$ cat config.mk
export PLATFORM = sky130hd
export DESIGN_NAME = bht_ctrl
export DESIGN_NICKNAME = d
export VERILOG_FILES = /design/src/rtl/bht_pkg.sv /design/src/rtl/bht_ctrl_if.sv /design/src/rtl/bht_upd_fifo.sv /design/src/rtl/bht_ctrl.sv
export SDC_FILE = /design/constraint.sdc
export NUM_CORES = 1
export LEC_CHECK = 0
export ABC_CLOCK_PERIOD_IN_PS = 3760
export BUFFER_PORTS_ARGS = -buffer_cell sky130_fd_sc_hd__buf_2
export CAP_MARGIN = 30
export CORE_MARGIN = 2
export CORE_UTILIZATION = 58
export CTS_CLUSTER_SIZE = 25
export DETAILED_ROUTE_END_ITERATION = 6
export PLACE_DENSITY = 0.93
export RECOVER_POWER = 50
export SLEW_MARGIN = 20
export SYNTH_ARGS = -nofsm -noshare
export SYNTH_HDL_FRONTEND = slang
export SYNTH_SLANG_ARGS = --single-unit
$ cat constraint.sdc
create_clock -name i_clk -period 3.76 [get_ports i_clk]
set_input_delay 1.128 -clock i_clk [delete_from_list [all_inputs] [get_ports i_clk]]
set_output_delay 1.128 -clock i_clk [all_outputs]
set_load 0.005 [all_outputs]
$ cat src/rtl/bht_pkg.sv
// Shared types and default sizes for the BHT lookup/update controller.
package bht_pkg;

   localparam int unsigned BHT_INDEX_WIDTH = 6;
   localparam int unsigned BHT_QUEUE_DEPTH = 4;

   typedef struct packed {
      logic [BHT_INDEX_WIDTH-1:0] index;
      logic                       taken;
   } bht_upd_t;

   typedef enum logic {
      NORMAL = 1'b0,
      DRAIN  = 1'b1
   } bht_ctrl_state_e;

endpackage

$ cat src/rtl/bht_ctrl_if.sv
// Resolved-branch update channel: valid/ready handshake carrying a bht_upd_t.
interface bht_ctrl_if;
   import bht_pkg::*;

   logic     valid;
   logic     ready;
   bht_upd_t data;

   modport master (output valid, output data, input ready);
   modport slave  (input valid, input data, output ready);

endinterface

$ cat src/rtl/bht_upd_fifo.sv
// In-order queue of resolved branch updates; pushes via the update channel, pops on drain grant.
module bht_upd_fifo
   import bht_pkg::*;
#(
   parameter int unsigned DEPTH = BHT_QUEUE_DEPTH,
   parameter int unsigned PTR_W = $clog2(DEPTH)
) (
   input  logic             i_clk,
   input  logic             i_arst,
   bht_ctrl_if.slave        upd_if,
   input  logic             pop_i,
   output bht_upd_t         head_o,
   output logic             full_o,
   output logic             empty_o,
   output logic [PTR_W:0]   count_o
);

   logic [PTR_W-1:0] wr_ptr_q, wr_ptr_d;
   logic [PTR_W-1:0] rd_ptr_q, rd_ptr_d;
   logic [PTR_W:0]   count_q, count_d;
   bht_upd_t         mem_q [DEPTH];
   logic             push_c;
   logic             pop_c;

   assign full_o       = (count_q == (PTR_W+1)'(DEPTH));
   assign empty_o      = (count_q == '0);
   assign count_o      = count_q;
   assign upd_if.ready = ~full_o;
   assign head_o       = mem_q[rd_ptr_q];
   assign push_c       = upd_if.valid & ~full_o;
   assign pop_c        = pop_i & ~empty_o;

   // Pointers wrap naturally since DEPTH is a power of two.
   always_comb begin
      wr_ptr_d = wr_ptr_q + PTR_W'(push_c);
      rd_ptr_d = rd_ptr_q + PTR_W'(pop_c);
      count_d  = count_q;
      case ({push_c, pop_c})
         2'b10:   count_d = count_q + (PTR_W+1)'(1);
         2'b01:   count_d = count_q - (PTR_W+1)'(1);
         default: count_d = count_q;
      endcase
   end

   always_ff @(posedge i_clk or posedge i_arst) begin
      if (i_arst) begin
         wr_ptr_q <= '0;
         rd_ptr_q <= '0;
         count_q  <= '0;
      end else begin
         wr_ptr_q <= wr_ptr_d;
         rd_ptr_q <= rd_ptr_d;
         count_q  <= count_d;
      end
   end

   // Payload storage needs no reset: entries are only read while counted valid.
   always_ff @(posedge i_clk) begin
      if (push_c) mem_q[wr_ptr_q] <= upd_if.data;
   end

endmodule

$ cat src/rtl/bht_ctrl.sv
// Arbitrates the single BHT index port between fetch lookups and queued execute updates.
// Optional statistics counters enabled by defining BHT_CTRL_STATS_EN.
module bht_ctrl
   import bht_pkg::*;
#(
   parameter int unsigned INDEX_WIDTH  = BHT_INDEX_WIDTH,
   parameter int unsigned QUEUE_DEPTH  = BHT_QUEUE_DEPTH,
   parameter int unsigned PTR_W        = 2,
   parameter int unsigned STARVE_LIMIT = 8
`ifdef BHT_CTRL_STATS_EN
   ,
   parameter int unsigned STAT_W       = 32
`endif
) (
   input  logic                   i_clk,
   input  logic                   i_arst,
   input  logic                   i_lookup_req,
   input  logic [INDEX_WIDTH-1:0] i_lookup_index,
   output logic                   o_lookup_valid,
   output logic                   o_lookup_taken,
   output logic                   o_lookup_stall,
   input  logic                   i_upd_valid,
   input  logic [INDEX_WIDTH-1:0] i_upd_index,
   input  logic                   i_upd_taken,
   output logic                   o_upd_ready,
   output logic                   o_bht_update,
   output logic                   o_bht_branch_taken,
   output logic [INDEX_WIDTH-1:0] o_bht_set_index,
   input  logic                   i_bht_pred_taken,
   output logic                   o_queue_empty,
   output logic                   o_queue_full
`ifdef BHT_CTRL_STATS_EN
   ,
   output logic [STAT_W-1:0]      o_stat_lookups,
   output logic [STAT_W-1:0]      o_stat_updates,
   output logic [STAT_W-1:0]      o_stat_stalls
`endif
);

   localparam int unsigned STARVE_W = $clog2(STARVE_LIMIT + 1);

   bht_ctrl_state_e      state_q, state_d;
   logic [STARVE_W-1:0]  starve_q, starve_d;
   logic [PTR_W:0]       q_count;
   logic                 q_full;
   logic                 q_empty;
   bht_upd_t             q_head;
   logic                 push_c;
   logic                 pop_c;
   logic                 starve_hit;

   bht_ctrl_if upd_bus ();

   assign upd_bus.valid = i_upd_valid;
   assign upd_bus.data  = '{index: BHT_INDEX_WIDTH'(i_upd_index), taken: i_upd_taken};
   assign o_upd_ready   = upd_bus.ready;
   assign push_c        = i_upd_valid & upd_bus.ready;
   assign o_queue_empty = q_empty;
   assign o_queue_full  = q_full;
   assign starve_hit    = (starve_q == STARVE_W'(STARVE_LIMIT));

   bht_upd_fifo #(
      .DEPTH (QUEUE_DEPTH),
      .PTR_W (PTR_W)
   ) u_fifo (
      .i_clk   (i_clk),
      .i_arst  (i_arst),
      .upd_if  (upd_bus.slave),
      .pop_i   (pop_c),
      .head_o  (q_head),
      .full_o  (q_full),
      .empty_o (q_empty),
      .count_o (q_count)
   );

   // Port arbitration and next state; the index port defaults to fetch when idle.
   always_comb begin
      state_d            = state_q;
      o_lookup_valid     = 1'b0;
      o_lookup_taken     = 1'b0;
      o_lookup_stall     = 1'b0;
      o_bht_update       = 1'b0;
      o_bht_branch_taken = 1'b0;
      o_bht_set_index    = i_lookup_index;
      pop_c              = 1'b0;
      case (state_q)
         NORMAL: begin
            if (i_lookup_req) begin
               o_lookup_valid = 1'b1;
               o_lookup_taken = i_bht_pred_taken;
            end else if (!q_empty) begin
               pop_c = 1'b1;
            end
            if (q_full || starve_hit) state_d = DRAIN;
         end
         DRAIN: begin
            o_lookup_stall = i_lookup_req;
            pop_c          = ~q_empty;
            if (q_empty || (q_count == (PTR_W+1)'(1) && !push_c)) state_d = NORMAL;
         end
         default: state_d = NORMAL;
      endcase
      if (pop_c) begin
         o_bht_update       = 1'b1;
         o_bht_branch_taken = q_head.taken;
         o_bht_set_index    = INDEX_WIDTH'(q_head.index);
      end
   end

   // Waiting-cycle counter for a non-empty queue that fetch keeps starving.
   always_comb begin
      starve_d = starve_q;
      if (q_empty || pop_c)  starve_d = '0;
      else if (!starve_hit)  starve_d = starve_q + STARVE_W'(1);
   end

   always_ff @(posedge i_clk or posedge i_arst) begin
      if (i_arst) begin
         state_q  <= NORMAL;
         starve_q <= '0;
      end else begin
         state_q  <= state_d;
         starve_q <= starve_d;
      end
   end

`ifdef BHT_CTRL_STATS_EN
   logic [STAT_W-1:0] stat_lookups_q, stat_updates_q, stat_stalls_q;

   assign o_stat_lookups = stat_lookups_q;
   assign o_stat_updates = stat_updates_q;
   assign o_stat_stalls  = stat_stalls_q;

   always_ff @(posedge i_clk or posedge i_arst) begin
      if (i_arst) begin
         stat_lookups_q <= '0;
         stat_updates_q <= '0;
         stat_stalls_q  <= '0;
      end else begin
         stat_lookups_q <= stat_lookups_q + STAT_W'(o_lookup_valid);
         stat_updates_q <= stat_updates_q + STAT_W'(o_bht_update);
         stat_stalls_q  <= stat_stalls_q + STAT_W'(o_lookup_stall);
      end
   end
`endif

endmodule
==> flow_metrics.py <==
metrics = {
    "run_status": {
        "status": "finished, final reports clean",
    },
    "finish": {
        "syn_to_final_growth_pct": 13.6,
        "fin_area_sq_mm": 0.00203,
        "layout_common_cells": "edfxtp_1, buf_2, dfrtp_1",
        "num_antenna_cells": 0,
        "mostFrequentLayoutCell": "edfxtp_1",
        "final_layout_size_suffix_gt1_share_pct": 30.4,
        "nets": 174,
    },
    "placement": {
        "portBuffers": 31,
        "dp_hpwl_um": 2280,
        "gp_congestion": 0.707,
        "post_dp_cell_area_sq_mm": 0.00199,
    },
    "floorplan": {
        "die-area_sq_mm": 0.00355,
        "core_sq_mm": 0.00300,
        "die_h_um": 59.5,
        "die_width_um": 59.5,
        "fp-row-count": 20,
        "start_util_pct": 59.6,
        "io_pins": 32,
    },
    "clocking": {
        "cts_tree": "done",
        "cts_buffer_depth": 2,
        "h-tree-depth": 2,
        "cts_num_sinks": 40,
        "post-cts-setup-buffers": 0,
        "cts_made_buffers": 5,
        "clk_pin_slew_ns": 0.10,
        "ctsHoldBuffers": 0,
        "cts_resized": 0,
        "cts_root_buffer": "clkbuf_4",
        "clkLatencyLatePin_ns": 0.33,
    },
    "sta": {
        "tightest_slew_ns": 0.630,
        "finalSetupTns_ns": 0,
        "hold_violations": 0,
        "grt_setup_unrepaired": "false",
        "timing.hold.ws_ns": 0.522,
        "period_minus_slack_ns": 3.33,
        "relSlewSlack_pct": 57.9,
        "fmax_mhz": 301,
        "maxSlewViolCount": 0,
        "fin_crit_sh_pct": 88.5,
        "finalSetupViolCount": 0,
        "finClkSkew_ns": 0.0148,
    },
    "detailed_routing": {
        "vias": 1010,
        "met1Wirelength_um": 1180,
        "drt_drc_violations_left": 0,
        "wl_met2_um": 1670,
        "wl_per_cell_um": 17.0,
        "drt_pass1_iterations": 4,
        "routed_wirelength_um": 3070,
        "routed.top_layer": "met4",
        "met3_length_um": 162,
        "vias_per_cell": 5.58,
        "first_iter_violations": 33,
        "ant_nets": 0,
    },
    "critical_path": {
        "critPathMaxStageDelay_ns": 0.33,
        "crit_chain": "buf_2 > nor2b_1 > nor2_4 > mux2_4 > buf_2",
        "worst-path-buf-inv": 2,
        "timing.critical_path.to_type": "primary output",
        "rrSetupSlack_ns": 1.63,
        "startpoint_type": "primary input",
        "critPathArrivalTime_ns": 2.20,
        "cpMostUsedCell": "buf_2",
        "crit_fanout": 9,
        "critPathRequiredTime_ns": 2.63,
        "critical-path-top-delay-family": "simple AND/OR/NAND/NOR gates",
        "worst-setup-path-type": "primary input to primary output",
        "cpMaxStageDelayCell": "mux2_4",
    },
    "global_routing": {
        "track_usage_pct": 20.0,
        "grt_pass1_wl_um": 4910,
        "grt.overflow.total": 0,
        "antenna_found_initial": 0,
        "grt_pass1_vias": 1049,
        "grt_start_max_net_pins": 13,
    },
    "logic_synthesis": {
        "synth_nets": 136,
        "syn_avg_cell_area_sq_um": 16.4,
        "synth_area_leaders": "edfxtp_1, dfrtp_1, mux4_2",
        "synth_top_area_share_pct": 47.0,
        "yosys.area.top_type": "edfxtp_1",
        "synthesis.area_sq_mm": 0.00179,
        "yosysSeqAreaShare_pct": 63.8,
        "synthCells": 109,
        "synth_seq_cells": 40,
        "synth_warnings": 0,
        "ys_types": 26,
    },
    "hold_path": {
        "min_path_type": "flip-flop to flip-flop",
    },
    "power": {
        "power_density_mw_per_mm2": 739,
        "leakage_nw": 0.861,
        "ir_drop_mv": 0.330,
    },
    "run": {
        "maxCapViolCount": 0,
    },
}
==> metal layers <==
layer	track usage [%]	up-vias
met2	32.2	27
met1	23.8	504
met4	9.21	0
li1	-	473
met5	0	-
met3	7.42	6
==> cell families after synthesis <==
kind of cell / Yosys count / share of synthesized area [%]
buffers and inverters: 9 / 2.31
multiplexers: 15 / 15.2
AND/OR/NAND/NOR: 26 / 7.76
XOR/XNOR: 8 / 3.92
adder cells (fa/ha/maj): 9 / 6.29
flip-flops: 40 / 63.8
AO/OA/AOI/OAI: 2 / 0.769
==> final timing paths <==
check	to	cells past startpoint	from
setup / recovery	o_bht_set_index[1]	5	i_lookup_req
hold / removal	state_q$_DFF_PP0_	1	state_q$_DFF_PP0_
setup reg to reg	u_fifo.count_o[2]$_DFFE_PP0P_	8	u_fifo.count_o[0]$_DFFE_PP0P_
hold reg to reg	state_q$_DFF_PP0_	1	state_q$_DFF_PP0_
max in group asynchronous	starve_q[0]$_DFFE_PP0P_	2	i_arst
min in group asynchronous	u_fifo.count_o[2]$_DFFE_PP0P_	2	i_arst
==> cells in the mapped netlist, drive strengths merged <==
library cell	count
nor3	1
nor2	9
inv	7
nand3	1
edfxtp	28
o32ai	1
nand2	5
nor3b	2
mux2	6
ha	9
nand3b	1
dfrtp	12
xnor2	3
xor2	5
o21ai	1
nand2b	1
and2	3
nor2b	2
mux2i	2
mux4	7
buf	1
and3	1
clkbuf	1
==> where the power goes <==
group | internal (mW) | switching [mW] | leakage (nW)
clock | 0.0898 | 0.124 | 0.0329
sequential | 0.594 | 0.101 | 0.405
combinational | 0.333 | 0.261 | 0.423
total | 1.02 | 0.487 | 0.861
==> worst reg2reg max path, stage by stage (launching register included) <==
cell and delay [ns]:
dfrtp_1 0.43, inv_1 0.08, ha_1 0.24, nor2b_1 0.21, nor2_4 0.35, ha_1 0.28, mux2i_1 0.23, nor2_1 0.07
xor2_1 0.14
==> layout make-up <==
cell class / instances / area [sq um]
Tap cell: 33 / 41.3
Fill cell: 209 / 970
Multi-Input combinational cell: 60 / 604
Clock buffer: 7 / 55.1
Timing Repair Buffer: 33 / 161
Inverter: 7 / 26.3
Clock inverter: 1 / 3.75
Sequential cell: 40 / 1140
==> metrics by stage <==
stage               setup slack, ns  std cells  util [%]  total power, mW
CTS                           0.435        181      68.1             1.52
floorplan                     0.716        109         -             1.12
detailed placement            0.426        173      66.1             1.31
global placement              0.470        173      66.1             1.26
global route                  0.354        181      67.7             1.61
finish                        0.433        181      67.7             1.50
==> sequential cells by signal (all words and copies together), names as in the netlist <==
name and count:
starve_q 4, u_fifo.wr_ptr_q 2, u_fifo.mem_q 28, u_fifo.count_o 3
state_q 1, u_fifo.rd_ptr_q 2
(Power assumes the default switching activity.)
